--- config.mk ---
export PLATFORM = sky130hd
export DESIGN_NAME = s2m_desc_scheduler_flat
export DESIGN_NICKNAME = d
export VERILOG_FILES = /design/src/rtl/s2m_desc_scheduler_if.sv /design/src/rtl/s2m_desc_scheduler.sv /design/src/flat_wrapper.sv
export SDC_FILE = /design/constraint.sdc
export NUM_CORES = 1
export LEC_CHECK = 0
export ABC_AREA = 1
export CAP_MARGIN = 15
export CORE_ASPECT_RATIO = 0.75
export CORE_UTILIZATION = 45
export CTS_CLUSTER_SIZE = 8
export DETAILED_ROUTE_END_ITERATION = 7
export GPL_TIMING_DRIVEN = 0
export MAX_ROUTING_LAYER = met4
export SETUP_SLACK_MARGIN = 0.3
export SLEW_MARGIN = 20
export SYNTH_ARGS = -nofsm -noshare
export SYNTH_HDL_FRONTEND = slang
export SYNTH_SLANG_ARGS = --single-unit
--- constraint.sdc ---
create_clock -name clock -period 15.2 [get_ports clock]
set_input_delay 3.04 -clock clock [delete_from_list [all_inputs] [get_ports clock]]
set_output_delay 3.04 -clock clock [all_outputs]
set_load 0.01 [all_outputs]
--- src/rtl/s2m_desc_scheduler_if.sv ---
// Host CSR slave and adapter CSR master signals of the descriptor scheduler.
// The slave modport is the scheduler's view; master is the view of whatever drives it.
interface s2m_desc_scheduler_if;
   logic        csr_write;
   logic        csr_read;
   logic [1:0]  csr_address;
   logic [31:0] csr_writedata;
   logic [31:0] csr_readdata;
   logic        irq;
   logic        ad_csr_write;
   logic [1:0]  ad_csr_address;
   logic [31:0] ad_csr_writedata;
   logic        ad_irq;

   modport slave (
      input  csr_write, csr_read, csr_address, csr_writedata, ad_irq,
      output csr_readdata, irq, ad_csr_write, ad_csr_address, ad_csr_writedata
   );

   modport master (
      output csr_write, csr_read, csr_address, csr_writedata, ad_irq,
      input  csr_readdata, irq, ad_csr_write, ad_csr_address, ad_csr_writedata
   );
endinterface

--- src/rtl/s2m_desc_scheduler.sv ---
// Queues host (address, length) descriptors and programs the stream-to-memory adapter
// one at a time, folding the adapter's completion interrupts into one host interrupt.
module s2m_desc_scheduler #(
   parameter int DEPTH = 4
) (
   input logic clock,
   input logic reset,
   s2m_desc_scheduler_if.slave bus
);

   localparam int CW = $clog2(DEPTH) + 1;
   localparam int AW = $clog2(DEPTH);

   typedef enum logic [2:0] {
      IDLE,
      PROG_ADDR,
      PROG_LEN,
      WAIT_IRQ,
      CLR_IRQ
   } state_t;

   state_t      state, next_state;
   logic [31:0] mem_addr [DEPTH];
   logic [31:0] mem_len  [DEPTH];
   logic [AW-1:0] wr_ptr, rd_ptr;
   logic [CW-1:0] count;

   logic [31:0] staging_addr, staging_len;
   logic [31:0] act_addr, act_len;
   logic        overflow, done_flag, irq_en;
   logic [15:0] done_count;
   logic [31:0] readdata_q, status;
   logic        irq_q;

   logic        ad_write_q, next_ad_write;
   logic [1:0]  ad_addr_q, next_ad_addr;
   logic [31:0] ad_data_q, next_ad_data;

   logic        push_req, full, push, ctrl_wr, flush, pop, done;
   logic [31:0] pop_addr, pop_len;

   assign push_req = bus.csr_write && (bus.csr_address == 2'd1);
   assign full     = (count == CW'(DEPTH));
   assign push     = push_req && !full;
   assign ctrl_wr  = bus.csr_write && (bus.csr_address == 2'd3);
   assign flush    = ctrl_wr && bus.csr_writedata[2];
   assign pop      = (state == IDLE) && (count != '0);
   assign pop_addr = mem_addr[rd_ptr];
   assign pop_len  = mem_len[rd_ptr];
   assign done     = (state == CLR_IRQ) || (pop && (pop_len == 32'd0));

   always_ff @(posedge clock) begin
      if (push) begin
         mem_addr[wr_ptr] <= staging_addr;
         mem_len[wr_ptr]  <= bus.csr_writedata;
      end
   end

   // A flush drops only what is still queued; a descriptor popped in the same cycle survives.
   always_ff @(posedge clock) begin
      if (reset) begin
         wr_ptr <= '0;
         rd_ptr <= '0;
         count  <= '0;
      end else begin
         if (push) begin
            wr_ptr <= wr_ptr + AW'(1);
         end
         if (flush) begin
            rd_ptr <= wr_ptr;
            count  <= '0;
         end else begin
            if (pop) begin
               rd_ptr <= rd_ptr + AW'(1);
            end
            count <= count + CW'(push) - CW'(pop);
         end
      end
   end

   always_ff @(posedge clock) begin
      if (reset) begin
         state      <= IDLE;
         ad_write_q <= 1'b0;
         ad_addr_q  <= 2'd0;
         ad_data_q  <= 32'd0;
         act_addr   <= 32'd0;
         act_len    <= 32'd0;
      end else begin
         state      <= next_state;
         ad_write_q <= next_ad_write;
         ad_addr_q  <= next_ad_addr;
         ad_data_q  <= next_ad_data;
         if (pop) begin
            act_addr <= pop_addr;
            act_len  <= pop_len;
         end
      end
   end

   // Adapter outputs are registered from the state being entered, so each strobe lines up
   // with its state. Address goes first because a nonzero length starts the adapter.
   always_comb begin
      next_state    = state;
      next_ad_write = 1'b0;
      next_ad_addr  = ad_addr_q;
      next_ad_data  = ad_data_q;
      case (state)
         IDLE: begin
            if (pop && (pop_len != 32'd0)) begin
               next_state    = PROG_ADDR;
               next_ad_write = 1'b1;
               next_ad_addr  = 2'd1;
               next_ad_data  = pop_addr;
            end
         end
         PROG_ADDR: begin
            next_state    = PROG_LEN;
            next_ad_write = 1'b1;
            next_ad_addr  = 2'd0;
            next_ad_data  = act_len;
         end
         PROG_LEN: begin
            next_state = WAIT_IRQ;
         end
         WAIT_IRQ: begin
            if (bus.ad_irq) begin
               next_state    = CLR_IRQ;
               next_ad_write = 1'b1;
               next_ad_addr  = 2'd2;
               next_ad_data  = 32'd0;
            end
         end
         CLR_IRQ: begin
            next_state = IDLE;
         end
         default: begin
            next_state = IDLE;
         end
      endcase
   end

   // A completion landing with a host clear of done_flag keeps the flag set.
   always_ff @(posedge clock) begin
      if (reset) begin
         staging_addr <= 32'd0;
         staging_len  <= 32'd0;
         overflow     <= 1'b0;
         done_flag    <= 1'b0;
         done_count   <= 16'd0;
         irq_en       <= 1'b0;
      end else begin
         if (bus.csr_write && (bus.csr_address == 2'd0)) begin
            staging_addr <= bus.csr_writedata;
         end
         if (push_req) begin
            staging_len <= bus.csr_writedata;
         end
         if (push_req && full) begin
            overflow <= 1'b1;
         end else if (ctrl_wr && bus.csr_writedata[1]) begin
            overflow <= 1'b0;
         end
         if (done) begin
            done_flag  <= 1'b1;
            done_count <= done_count + 16'd1;
         end else if (ctrl_wr && bus.csr_writedata[0]) begin
            done_flag <= 1'b0;
         end
         if (ctrl_wr) begin
            irq_en <= bus.csr_writedata[3];
         end
      end
   end

   always_comb begin
      status            = 32'd0;
      status[CW-1:0]    = count;
      status[8]         = (state != IDLE);
      status[9]         = overflow;
      status[10]        = done_flag;
      status[31:16]     = done_count;
   end

   always_ff @(posedge clock) begin
      if (reset) begin
         readdata_q <= 32'd0;
         irq_q      <= 1'b0;
      end else begin
         irq_q <= irq_en & done_flag;
         if (bus.csr_read) begin
            case (bus.csr_address)
               2'd0:    readdata_q <= staging_addr;
               2'd1:    readdata_q <= staging_len;
               2'd2:    readdata_q <= status;
               default: readdata_q <= {28'd0, irq_en, 3'd0};
            endcase
         end
      end
   end

   assign bus.csr_readdata     = readdata_q;
   assign bus.irq              = irq_q;
   assign bus.ad_csr_write     = ad_write_q;
   assign bus.ad_csr_address   = ad_addr_q;
   assign bus.ad_csr_writedata = ad_data_q;

endmodule

--- src/flat_wrapper.sv ---
// flat-port wrapper written by rule: the top's interface ports become plain ports
module s2m_desc_scheduler_flat 
#(
   parameter int DEPTH = 4
)
  (clock, reset, bus_csr_write, bus_csr_read, bus_csr_address, bus_csr_writedata, bus_ad_irq, bus_csr_readdata, bus_irq, bus_ad_csr_write, bus_ad_csr_address, bus_ad_csr_writedata);
  s2m_desc_scheduler_if bus_i ();
  input logic clock;
  input logic reset;
  input wire logic [$bits(bus_i.csr_write)-1:0] bus_csr_write;
  input wire logic [$bits(bus_i.csr_read)-1:0] bus_csr_read;
  input wire logic [$bits(bus_i.csr_address)-1:0] bus_csr_address;
  input wire logic [$bits(bus_i.csr_writedata)-1:0] bus_csr_writedata;
  input wire logic [$bits(bus_i.ad_irq)-1:0] bus_ad_irq;
  output wire logic [$bits(bus_i.csr_readdata)-1:0] bus_csr_readdata;
  output wire logic [$bits(bus_i.irq)-1:0] bus_irq;
  output wire logic [$bits(bus_i.ad_csr_write)-1:0] bus_ad_csr_write;
  output wire logic [$bits(bus_i.ad_csr_address)-1:0] bus_ad_csr_address;
  output wire logic [$bits(bus_i.ad_csr_writedata)-1:0] bus_ad_csr_writedata;
  assign bus_i.csr_write = bus_csr_write;
  assign bus_i.csr_read = bus_csr_read;
  assign bus_i.csr_address = bus_csr_address;
  assign bus_i.csr_writedata = bus_csr_writedata;
  assign bus_i.ad_irq = bus_ad_irq;
  assign bus_csr_readdata = bus_i.csr_readdata;
  assign bus_irq = bus_i.irq;
  assign bus_ad_csr_write = bus_i.ad_csr_write;
  assign bus_ad_csr_address = bus_i.ad_csr_address;
  assign bus_ad_csr_writedata = bus_i.ad_csr_writedata;
  s2m_desc_scheduler #(.DEPTH(DEPTH)) u_core (.clock(clock), .reset(reset), .bus(bus_i));
endmodule
==> results_tabular.tex, run 1 <==
\begin{tabular}{lr}
\hline
Metric & Value \\
\hline
\multicolumn{2}{l}{\textbf{Run status}} \\
Run status & completed \\
\multicolumn{2}{l}{\textbf{Worst setup path}} \\
Data arrival time of the critical path & 6310 ps \\
Count of cells along the worst register-to-register path & 13 \\
Beginning of the critical path & bus\_csr\_address[0] \\
Endpoint type of the worst setup path & flip-flop \\
Setup slack, reg-to-reg & 12080 ps \\
Critical path class & input pin to flip-flop \\
Crit path to & u\_core.mem\_len[2][8] \\
Worst flop-to-flop path endpoint & u\_core.count[2] \\
Startpoint of the worst register-to-register path & u\_core.state[0] \\
Launching element type of the critical path & input pin \\
Highest fanout seen on the critical path & 18 \\
Data required time of the critical path & 15480 ps \\
\multicolumn{2}{l}{\textbf{STA}} \\
RSZ-0062 raised after global routing & false \\
Count of endpoints failing setup in the final report & 0 \\
Worst Slack Setup Final & 9170 ps \\
Post-route minimum period & 6030 ps \\
Maximum achievable frequency & 0.166 GHz \\
Clock Skews & 18.4 ps \\
Max\_slew headroom & 0.365 \\
Actual slew at the worst max-slew pin & 952 ps \\
Hold Slack & 456 ps \\
Final count of hold timing violations & 0 \\
Final Cycle Share & 0.397 \\
Setup tns final & 0 ps \\
Number of pins exceeding their max-slew limit in the final report & 0 \\
\multicolumn{2}{l}{\textbf{Synth}} \\
Yosys warnings & 0 \\
Flip-flop and latch count after synthesis & 451 \\
Sequential share of the synthesized area & 0.644 \\
EDFF count, synth & 256 \\
Syn Std Cell Area & 18000 um\^{}2 \\
Post-synthesis cell count & 1817 \\
Share of synthesized registers carrying an async set or reset & 0 \\
Main flop type after synthesis & sky130\_fd\_sc\_hd\_\_edfxtp\_1 \\
Number of distinct library cells after synthesis & 33 \\
Total nets after synthesis & 1864 \\
Average footprint of a synthesized cell & 9.91 um\^{}2 \\
\multicolumn{2}{l}{\textbf{Run}} \\
Number of maximum-capacitance violations & 0 \\
\multicolumn{2}{l}{\textbf{Cells and area}} \\
Fraction of final layout cells with drive strength greater than 1 & 0.0623 \\
Total inserted antenna cells & 0 \\
Layout Area Growth over Synthesis & 21.6\% \\
Count of filler cells inserted in the layout & 3444 \\
Commonest non-fill, non-tap cells in the layout & 409 x sky130\_fd\_sc\_hd\_\_nand2\_1, 256 x sky130\_fd\_sc\_hd\_\_edfxtp\_1, 195 x sky130\_fd\_sc\_hd\_\_dfxtp\_1 \\
Final \#Nets & 2048 \\
Area of all placed cells without fillers & 21900 um\^{}2 \\
Most common cell after layout, fill and taps aside & sky130\_fd\_sc\_hd\_\_nand2\_1 \\
\multicolumn{2}{l}{\textbf{Floorplanning}} \\
Die span in x & 233 um \\
Initial cell density of the core & 0.456 \\
Boundary pin count & 107 \\
Area enclosed by the die boundary & 40800 um\^{}2 \\
Number of core rows & 63 \\
Die outline height & 175 um \\
Area of the core region & 39500 um\^{}2 \\
\multicolumn{2}{l}{\textbf{Drt}} \\
Detailed Route WL & 53800 um \\
1st-pass router iterations & 5 \\
Drt initial violations & 1651 \\
Drc violations & 0 \\
Avg Vias per Cell & 5.51 \\
Final ANT Viol Nets & 0 \\
Routed length per instance & 21.0 um \\
Via Count & 14100 \\
\multicolumn{2}{l}{\textbf{Clock tree}} \\
Bufs on Longest Clock Path & 3 \\
Post\_cts resized & 0 \\
Total setup buffers inserted after CTS & 0 \\
CTS clock-pin slew for the worst setup and hold paths & 50 ps \\
CTS HTree Levels & 3 \\
Clk Latency, worst-skew pair & 580 ps \\
Clock tree root buffer cell & sky130\_fd\_sc\_hd\_\_clkbuf\_16 \\
Clock buffers created by TritonCTS & 66 \\
Hold Buf Count CTS & 0 \\
CTS sink count & 451 \\
TritonCTS clock tree & built \\
\multicolumn{2}{l}{\textbf{Power and ir drop}} \\
Share of power burned in the clock network & 0.341 \\
Highest ir drop seen on vdd & 82.9 uV \\
PD cells & 179 nW/um\^{}2 \\
Combinational group share of total power & 0.281 \\
Sequential group share of total power & 0.378 \\
Net switching power & 1.32 mW \\
Leakage power summed over all cells & 8.12 nW \\
Fraction of power spent switching nets & 0.336 \\
Cell internal power dissipation & 2.60 mW \\
Total Power & 3.92 mW \\
\multicolumn{2}{l}{\textbf{GRT}} \\
Via count of the first global-routing pass & 13000 \\
GRT overflow & 0 \\
Wire length of the first global-routing pass & 79800 um \\
GR Util met1 & 0.405 \\
Combined global-route utilization of all metal layers & 0.273 \\
Initial antenna violation count & 1 \\
Maximum number of pins on one net before global-route repair & 23 \\
Busiest metal layer after global routing & met1 \\
Global routing met2 resource utilization & 0.385 \\
Fraction of met3 tracks used by global routing & 0.0497 \\
\multicolumn{2}{l}{\textbf{Placement}} \\
Post-Place Worst Slack & 8650 ps \\
IO Port Bufs & 104 \\
Gp weighted congestion & 0.931 \\
Area after DPL & 20000 um\^{}2 \\
Final HPWL from detailed placement & 38000 um \\
\multicolumn{2}{l}{\textbf{Worst hold path}} \\
Hold path start & u\_core.staging\_len[5] \\
Worst Hold Depth & 2 \\
Class of the tightest hold or removal check & flip-flop to flip-flop \\
\hline
\end{tabular}
## worst max-delay path, cell delays in order
cell and delay [ps]:
sky130_fd_sc_hd__clkdlybuf4s50_1 590, sky130_fd_sc_hd__inv_1 90, sky130_fd_sc_hd__nor2_1 320, sky130_fd_sc_hd__inv_1 120, sky130_fd_sc_hd__nor2_1 350, sky130_fd_sc_hd__inv_1 210, sky130_fd_sc_hd__nor2_1 340, sky130_fd_sc_hd__inv_1 280
sky130_fd_sc_hd__nor2_4 510, sky130_fd_sc_hd__buf_12 260, sky130_fd_sc_hd__buf_16 170
## area by class of cell
cell class | instances | area [um^2] | share of cell area
flip-flops and latches | 451 | 11600 | 0.529
repair buffers | 116 | 1330 | 0.0605
clock inverters | 6 | 70.1 | 0.00320
plain buffers | 119 | 522 | 0.0238
multi-input cells | 1125 | 5470 | 0.250
well taps | 520 | 651 | 0.0297
inverters | 122 | 458 | 0.0209
clock buffers | 99 | 1820 | 0.0830
## cells in the mapped netlist, types with 7 or more instances
master                     count  area, um^2
sky130_fd_sc_hd__o221ai_1     26         228
sky130_fd_sc_hd__buf_2        21         105
sky130_fd_sc_hd__nor3_1        7        35.0
sky130_fd_sc_hd__edfxtp_1    256        7690
sky130_fd_sc_hd__nand3_1     120         601
sky130_fd_sc_hd__nand2_1     409        1540
sky130_fd_sc_hd__a32o_1       32         320
sky130_fd_sc_hd__dfxtp_1     195        3900
sky130_fd_sc_hd__xor2_1       15         131
sky130_fd_sc_hd__a21oi_1     171         856
sky130_fd_sc_hd__nor2_1      150         563
sky130_fd_sc_hd__nand3b_1     32         240
sky130_fd_sc_hd__clkbuf_1     74         278
sky130_fd_sc_hd__buf_1        17        63.8
sky130_fd_sc_hd__ha_1          7        87.6
sky130_fd_sc_hd__inv_1       118         443
sky130_fd_sc_hd__o21ai_0     133         666
## kinds of logic (layout without fill, tap and decap cells)
family | count (synthesis) | in the layout | synth area share
simple gates | 729 | 729 | 0.169
flops | 451 | 451 | 0.644
compound gates | 373 | 373 | 0.120
buf+inv | 241 | 462 | 0.0544
xor+xnor | 15 | 15 | 0.00729
fa+ha+maj | 8 | 8 | 0.00597
## power groups by stage
| stage | registers (mW) | clock network [mW] | logic [mW] |
|---|---|---|---|
| floorplan | 1.48 | 0 | 0.668 |
| global placement | 1.50 | 0 | 1.06 |
| detailed placement | 1.50 | 0 | 1.08 |
| CTS | 1.48 | 1.35 | 1.09 |
| global route | 1.49 | 1.41 | 1.21 |
| finish | 1.48 | 1.34 | 1.10 |
## state kept, by name, indices dropped and copies added, names as in the netlist, 2 cells and up, named ones only
signal,flops
u_core.bus.csr_readdata,32
u_core.act_len,32
u_core.wr_ptr,2
u_core.state,3
u_core.mem_addr,128
u_core.done_count,16
u_core.bus.ad_csr_writedata,32
u_core.mem_len,128
u_core.count,3
u_core.staging_len,32
u_core.rd_ptr,2
u_core.staging_addr,32
u_core.bus.ad_csr_address,2
## worst min path at each step
stage                                   endpoint  slack [ps]
after global routing      u_core.staging_len[18]         470
after CTS                 u_core.staging_len[30]         450
after global placement    u_core.staging_len[18]         440
after detailed placement  u_core.staging_len[30]         440
after floorplan           u_core.staging_len[10]         430
final                      u_core.staging_len[5]         460
## metrics by stage
step / util / std cells
6_report: 0.555 / 2558
5_1_grt: 0.555 / 2558
4_1_cts: 0.555 / 2558
3_5_place_dp: 0.507 / 2453
3_3_place_gp: 0.499 / 2441
2_1_floorplan: - / 1817
## per-layer routing
layer  up-vias  part of all wire
met5         -                 0
met4         0             0.017
met3        83             0.093
met2       643              0.43
met1      6767              0.46
li1       6610                 -
(Power assumes the default switching activity.)
==> run 2: changes to the inputs <==
==> constraint.sdc (replaced) <==
create_clock -name clock -period 5.9 [get_ports clock]
set_input_delay 1.18 -clock clock [delete_from_list [all_inputs] [get_ports clock]]
set_output_delay 1.18 -clock clock [all_outputs]
set_load 0.01 [all_outputs]
==> results of run 2 <==
The final DEF is identical to that of run 1. Status: completed.
Main changes from that run: setup slack after placement 8650 ps -> 1210 ps; setup slack after layout 9170 ps -> 1730 ps; register-to-register setup slack 12080 ps -> 2780 ps; total power 3.92 mW -> 10.1 mW; worst IR drop on VDD 82.9 uV -> 213 uV
